==> config.mk <==
export PLATFORM = sky130hd
export DESIGN_NAME = code_seg_display
export DESIGN_NICKNAME = d
export VERILOG_FILES = /design/src/rtl/code_seg_pkg.sv /design/src/rtl/code_seg_display_hex_to_seg.sv /design/src/rtl/code_seg_display.sv
export SDC_FILE = /design/constraint.sdc
export NUM_CORES = 1
export LEC_CHECK = 0
export ABC_AREA = 0
export CORE_MARGIN = 3
export CORE_UTILIZATION = 56
export CTS_CLUSTER_DIAMETER = 80
export CTS_CLUSTER_SIZE = 8
export DETAILED_ROUTE_END_ITERATION = 8
export PLACE_DENSITY = 0.8
export SLEW_MARGIN = 20
export SYNTH_ARGS = -nofsm -noshare
export SYNTH_HDL_FRONTEND = slang
export SYNTH_HIERARCHICAL = 1
export SYNTH_SLANG_ARGS = --single-unit
==> constraint.sdc <==
create_clock -name clk -period 3.45 [get_ports clk]
set_input_delay 0.69 -clock clk [delete_from_list [all_inputs] [get_ports clk]]
set_output_delay 0.69 -clock clk [all_outputs]
set_load 0.02 [all_outputs]
==> src/rtl/code_seg_pkg.sv <==
// -----------------------------------------------------------------------------
// code_seg_pkg
// Shared types and constants for the code_seg_display block.
//   - state_e  : debounce FSM states (IDLE, SETTLE, HOLD)
//   - SEG_0..F : active-low 7-segment patterns, bit order [7:0] = a,b,c,d,e,f,g,dp
//                (dp is always off, i.e. bit 0 is always 1)
//   - SEG_BLANK: all segments off
// -----------------------------------------------------------------------------
package code_seg_pkg;

    typedef enum logic [1:0] {
        IDLE   = 2'd0,
        SETTLE = 2'd1,
        HOLD   = 2'd2
    } state_e;

    localparam logic [7:0] SEG_0     = 8'h03;
    localparam logic [7:0] SEG_1     = 8'h9F;
    localparam logic [7:0] SEG_2     = 8'h25;
    localparam logic [7:0] SEG_3     = 8'h0D;
    localparam logic [7:0] SEG_4     = 8'h99;
    localparam logic [7:0] SEG_5     = 8'h49;
    localparam logic [7:0] SEG_6     = 8'h41;
    localparam logic [7:0] SEG_7     = 8'h1F;
    localparam logic [7:0] SEG_8     = 8'h01;
    localparam logic [7:0] SEG_9     = 8'h09;
    localparam logic [7:0] SEG_A     = 8'h11;
    localparam logic [7:0] SEG_B     = 8'hC1;
    localparam logic [7:0] SEG_C     = 8'h63;
    localparam logic [7:0] SEG_D     = 8'h85;
    localparam logic [7:0] SEG_E     = 8'h61;
    localparam logic [7:0] SEG_F     = 8'h71;
    localparam logic [7:0] SEG_BLANK = 8'hFF;

endpackage : code_seg_pkg

==> src/rtl/code_seg_display_hex_to_seg.sv <==
// -----------------------------------------------------------------------------
// hex_to_seg
// Combinational 4-bit hex to active-low 7-segment decoder.
// Ports:
//   hex_i   [3:0] value to display
//   blank_i       1 forces all segments off (SEG_BLANK)
//   seg_o   [7:0] active-low pattern, [7:0] = a,b,c,d,e,f,g,dp
// -----------------------------------------------------------------------------
module hex_to_seg
    import code_seg_pkg::*;
(
    input  logic [3:0] hex_i,
    input  logic       blank_i,
    output logic [7:0] seg_o
);

    always_comb begin
        seg_o = SEG_BLANK;
        if (!blank_i) begin
            case (hex_i)
                4'h0:    seg_o = SEG_0;
                4'h1:    seg_o = SEG_1;
                4'h2:    seg_o = SEG_2;
                4'h3:    seg_o = SEG_3;
                4'h4:    seg_o = SEG_4;
                4'h5:    seg_o = SEG_5;
                4'h6:    seg_o = SEG_6;
                4'h7:    seg_o = SEG_7;
                4'h8:    seg_o = SEG_8;
                4'h9:    seg_o = SEG_9;
                4'hA:    seg_o = SEG_A;
                4'hB:    seg_o = SEG_B;
                4'hC:    seg_o = SEG_C;
                4'hD:    seg_o = SEG_D;
                4'hE:    seg_o = SEG_E;
                default: seg_o = SEG_F;
            endcase
        end
    end

endmodule : hex_to_seg

==> src/rtl/code_seg_display.sv <==
// -----------------------------------------------------------------------------
// code_seg_display
// Debounces the 3-bit code from the one-hot encoder stage, latches an accepted
// code onto a 7-segment digit and counts accepted changes (mod 16) on a second
// hex digit.
// Parameters:
//   STABLE_CYCLES  consecutive matching valid samples needed to commit (2..255)
//   CNT_W          stability counter width, 2**CNT_W > STABLE_CYCLES
// Ports:
//   clk        system clock, rising edge
//   rst        synchronous active-high reset
//   code [2:0] encoded index from the encoder stage
//   code_vld   code qualifier; code is ignored while 0
//   seg0 [7:0] active-low pattern of the held code, blank until a commit
//   seg1 [7:0] active-low hex pattern of the change count
//   led_vld    1 once any code has been committed
//   chg_pulse  one-cycle strobe on each commit that changes the held value
// -----------------------------------------------------------------------------
module code_seg_display
    import code_seg_pkg::*;
#(
    parameter int STABLE_CYCLES = 4,
    parameter int CNT_W         = 8
) (
    input  logic       clk,
    input  logic       rst,
    input  logic [2:0] code,
    input  logic       code_vld,
    output logic [7:0] seg0,
    output logic [7:0] seg1,
    output logic       led_vld,
    output logic       chg_pulse
);

    localparam logic [CNT_W-1:0] CNT_ONE  = CNT_W'(1);
    localparam logic [CNT_W-1:0] CNT_LAST = CNT_W'(STABLE_CYCLES - 1);

    // Input stage: the FSM only ever looks at these registered copies.
    logic [2:0]       code_q;
    logic             vld_q;

    state_e           state_q,     state_d;
    logic [2:0]       cand_q,      cand_d;
    logic [CNT_W-1:0] cnt_q,       cnt_d;
    logic [2:0]       held_q,      held_d;
    logic             held_vld_q,  held_vld_d;
    logic [3:0]       chg_cnt_q,   chg_cnt_d;
    logic             chg_pulse_q, chg_pulse_d;
    logic [7:0]       seg0_q,      seg0_d;
    logic [7:0]       seg1_q,      seg1_d;

    // -------------------------------------------------------------------------
    // Next-state logic
    // -------------------------------------------------------------------------
    always_comb begin
        state_d     = state_q;
        cand_d      = cand_q;
        cnt_d       = cnt_q;
        held_d      = held_q;
        held_vld_d  = held_vld_q;
        chg_cnt_d   = chg_cnt_q;
        chg_pulse_d = 1'b0;

        case (state_q)
            IDLE: begin
                if (vld_q) begin
                    cand_d  = code_q;
                    cnt_d   = CNT_ONE;
                    state_d = SETTLE;
                end
            end

            SETTLE: begin
                if (!vld_q) begin
                    // Candidate abandoned; fall back to whatever is displayed.
                    state_d = held_vld_q ? HOLD : IDLE;
                end else if (code_q != cand_q) begin
                    // A new value restarts the run with this sample as #1.
                    cand_d = code_q;
                    cnt_d  = CNT_ONE;
                end else if (cnt_q < CNT_LAST) begin
                    cnt_d = cnt_q + CNT_ONE;
                end else begin
                    held_d     = cand_q;
                    held_vld_d = 1'b1;
                    state_d    = HOLD;
                    // Re-committing the value already shown is silent.
                    if (!held_vld_q || (cand_q != held_q)) begin
                        chg_pulse_d = 1'b1;
                        chg_cnt_d   = chg_cnt_q + 4'd1;
                    end
                end
            end

            HOLD: begin
                if (vld_q && (code_q != held_q)) begin
                    cand_d  = code_q;
                    cnt_d   = CNT_ONE;
                    state_d = SETTLE;
                end
            end

            default: begin
                state_d = IDLE;
            end
        endcase
    end

    // -------------------------------------------------------------------------
    // Display decoders operate on next-state values so the segment outputs
    // update on the same edge as held/chg_cnt, not one cycle later.
    // -------------------------------------------------------------------------
    hex_to_seg u_seg0 (
        .hex_i   ({1'b0, held_d}),
        .blank_i (!held_vld_d),
        .seg_o   (seg0_d)
    );

    hex_to_seg u_seg1 (
        .hex_i   (chg_cnt_d),
        .blank_i (1'b0),
        .seg_o   (seg1_d)
    );

    // -------------------------------------------------------------------------
    // State registers
    // -------------------------------------------------------------------------
    always_ff @(posedge clk) begin
        if (rst) begin
            code_q      <= 3'd0;
            vld_q       <= 1'b0;
            state_q     <= IDLE;
            cand_q      <= 3'd0;
            cnt_q       <= '0;
            held_q      <= 3'd0;
            held_vld_q  <= 1'b0;
            chg_cnt_q   <= 4'd0;
            chg_pulse_q <= 1'b0;
            seg0_q      <= SEG_BLANK;
            seg1_q      <= SEG_0;
        end else begin
            code_q      <= code;
            vld_q       <= code_vld;
            state_q     <= state_d;
            cand_q      <= cand_d;
            cnt_q       <= cnt_d;
            held_q      <= held_d;
            held_vld_q  <= held_vld_d;
            chg_cnt_q   <= chg_cnt_d;
            chg_pulse_q <= chg_pulse_d;
            seg0_q      <= seg0_d;
            seg1_q      <= seg1_d;
        end
    end

    assign seg0      = seg0_q;
    assign seg1      = seg1_q;
    assign led_vld   = held_vld_q;
    assign chg_pulse = chg_pulse_q;

endmodule : code_seg_display

==> flow_summary_export.csv <==
group,metric,value,unit
layout,n_fill_cell,293,
clock_network,clock_path_buffers,2,
routing,num_vias,1565,
critical_path,start_kind,"flop",
critical_path,required,3.63,ns
place,gp_congestion,0.802,
sta,max_freq,349,MHz
hold_path,holdCritPathClass,"flop to flop",
place,numPortBuffers,23,
die,fp-row-count,21,
status,status,"complete, no violations",
sta,hold_ws,0.489,ns
critical_path,critPathKind,"flop to flop",
sta,rsz0062_at_grt,"no",
place,post-place-ws,0.600,ns
routing,antenna_left,0,
die,die_w,68.1,µm
yosys,ys_seq_area_share,39.0,%
routing,wire_per_inst,13.2,µm
sta,finalCritPeriodShare,83.1,%
layout,synthToLayoutAreaGrowth,17.2,%
sta,tns,0,ns
yosys,synth-edff-count,0,
clock_network,ctsHoldBuffers,0,
critical_path,end_kind,"flop",
flow_run,cap_violations,0,
sta,maxSlewViolCount,0,
critical_path,cp_common_cell,"or2_2",
critical_path,crit_chain,"nand3b_4 -> nor4_4 -> nand2_1 -> mux2_2 -> inv_1 -> ha_1 -> or2_2 -> a311o_1 -> or2_2",
die,die_area,4630,µm²
sta,worst_slew_pin_slew,0.691,ns
critical_path,timing.rr.start,"state_q[0]$_SDFFE_PP0P_",
pwr,p_leak,1.07,nW
routing,via_per_inst,5.22,
critical_path,critical_path.max_stage_delay,0.45,ns
clock_network,cts_setup_buffers,0,
place,post_dp_cell_area,2450,µm²
layout,final_core_util,71.8,%
yosys,netlist_instances,219,
sta,hold_viol_final,0,
yosys,synthTopCellsByCount,"42 x dfxtp_1, 16 x ha_1, 12 x nor2b_1, 12 x or2_2, 10 x inv_1",
yosys,netlist_area,2160,µm²
routing,drc,0,
clock_network,cts_tree,"yes",
grt,overflow,0,
yosys,post-synth-top-area-fraction,39.0,%
yosys,synthTopCellsByArea,"dfxtp_1 39%, ha_1 9.3%, mux2i_1 4.2%",
routing,first_pass_iters,4,
layout,nets,276,
yosys,ys_types,48,
grt,grt_use_total,19.9,%
yosys,yosys.area.top_type,"dfxtp_1",
yosys,ys.flop_type,"dfxtp_1",
die,start_util,61.3,%
die,core-area,3520,µm²
critical_path,r2r_slack,0.58,ns
routing,totalWireLength,3.97,mm
critical_path,crit_end,"seg0[6]$_SDFF_PP1_",
clock_network,numClockSinks,42,
critical_path,r2r_cells,9,
sta,setup_slack,0.583,ns
clock_network,clk_pin_slew,0.08,ns
grt,grt_max_degree,15,
clock_network,numCtsBuffers,5,
clock_network,cts_htree_levels,2,
sta,period_needed,2.87,ns
routing,drtIter0Drc,72,
clock_network,clk_latency,0.29,ns
yosys,yosysWarnings,6,
critical_path,worst_path_max_delay_cell,"dfxtp_1",
yosys,synth_seq_cells,42,
die,die_h,68.1,µm
clock_network,clock-root-buffer,"clkbuf_8",
grt,grt_pass1_vias,1511,
critical_path,crit_arrival,3.05,ns
grt,grt_pass1_wl,6.83,mm
critical_path,crit_fanout,8,
layout,final_area,2530,µm²
critical_path,r2r-end,"seg0[6]$_SDFF_PP1_",
sta,skew,0.00907,ns
clock_network,ctsResizeCount,0,
pwr,peakVddDrop,0.000228,V
pwr,cellPowerDensity,344,nW/µm²
sta,finalSetupViolCount,0,
yosys,yosysMostFrequentCell,"dfxtp_1",
grt,antenna_found_initial,0,
yosys,avgSynthCellArea,9.85,µm²
yosys,async_reset_ff_share,0,%
die,ioPinCount,24,
sta,slew_headroom,53.9,%
layout,n_antenna_cell,0,
place,hpwl,2.93,mm
layout,drive_gt1_share,12.6,%
critical_path,cp-startpoint,"state_q[0]$_SDFFE_PP0P_",
## cells by family (layout without fill, tap and decap cells)
logic type                 after synthesis  after routing  synth area share, %
DFF                                     42             42                 39.0
muxes                                   17             17                 8.35
AOI/OAI and AO/OA                       28             28                 9.80
xor gates and xnor gates                10             10                 4.06
and+or+nand+nor                         84             84                 24.4
other                                    3             13                0.522
adders and majority gates               16             16                 9.28
buffers and inverters                   19             44                 4.58
## per-stage QoR
step,std cells,total power (W)
2_1_floorplan,229,0.000563
3_3_place_gp,293,0.000586
3_5_place_dp,293,0.000587
4_1_cts,300,0.000881
5_1_grt,300,0.000914
6_report,300,0.000868
## critical path, delay by kind of cell (launching register included)
| kind | cells | cell delay (ns) |
|---|---|---|
| compound gates | 1 | 0.31 |
| fa+ha+maj | 1 | 0.24 |
| buf+inv | 1 | 0.15 |
| flops | 1 | 0.45 |
| mux | 1 | 0.36 |
| simple gates | 5 | 1.22 |
## flip-flops by register name (all words and copies together) (netlist names), named ones only
signal and count:
code_q 3, vld_q 1, cnt_q 8, seg1 8, chg_pulse 1, state_q 2
held_q 3, seg0 8, cand_q 3, chg_cnt_q 4
## layer usage
metal	vias up	global-route usage, %	part of all wire, %
met5	-	0	0
met4	0	8.93	2.0
met3	7	5.42	3.7
met2	21	31.8	46
met1	724	25.0	49
li1	813	-	-
## area by class of cell
type,count,area (µm²),area share (%)
multi-input combinational,168,1250,49.7
sequential,42,841,33.3
timing repair buffer,27,260,10.3
clock buffer,7,76.3,3.02
tap,46,57.6,2.28
inverter,10,37.5,1.49
## cell usage in the layout (no fill, tap or decap), drive strengths merged, types with 8 or more instances in the layout
cell	n
clkdlybuf4s50	23
conb	13
dfxtp	42
ha	16
inv	10
mux2	8
mux2i	9
nand2	10
nor2	8
nor2b	13
or2	12
## how the worst min path moves through the flow
stage | depth (start not counted) | to | from
finish | 2 | cnt_q[1]$_SDFFE_PP0P_ | cnt_q[1]$_SDFFE_PP0P_
global route | 1 | cnt_q[7]$_SDFFE_PP0P_ | cnt_q[7]$_SDFFE_PP0P_
CTS | 2 | cnt_q[1]$_SDFFE_PP0P_ | cnt_q[1]$_SDFFE_PP0P_
detailed placement | 1 | cnt_q[7]$_SDFFE_PP0P_ | cnt_q[7]$_SDFFE_PP0P_
global placement | 2 | cnt_q[1]$_SDFFE_PP0P_ | cnt_q[1]$_SDFFE_PP0P_
floorplan | 2 | cnt_q[1]$_SDFFE_PP0P_ | cnt_q[1]$_SDFFE_PP0P_
## where the power goes
group / total [W] / leakage (nW) / internal (W) / switching, W
registers: 0.000505 / 0.343 / 0.000496 / 0.00000903
clock network: 0.000292 / 0.0383 / 0.000139 / 0.000152
logic: 0.0000722 / 0.691 / 0.0000340 / 0.0000382
(Power assumes the default switching activity.)
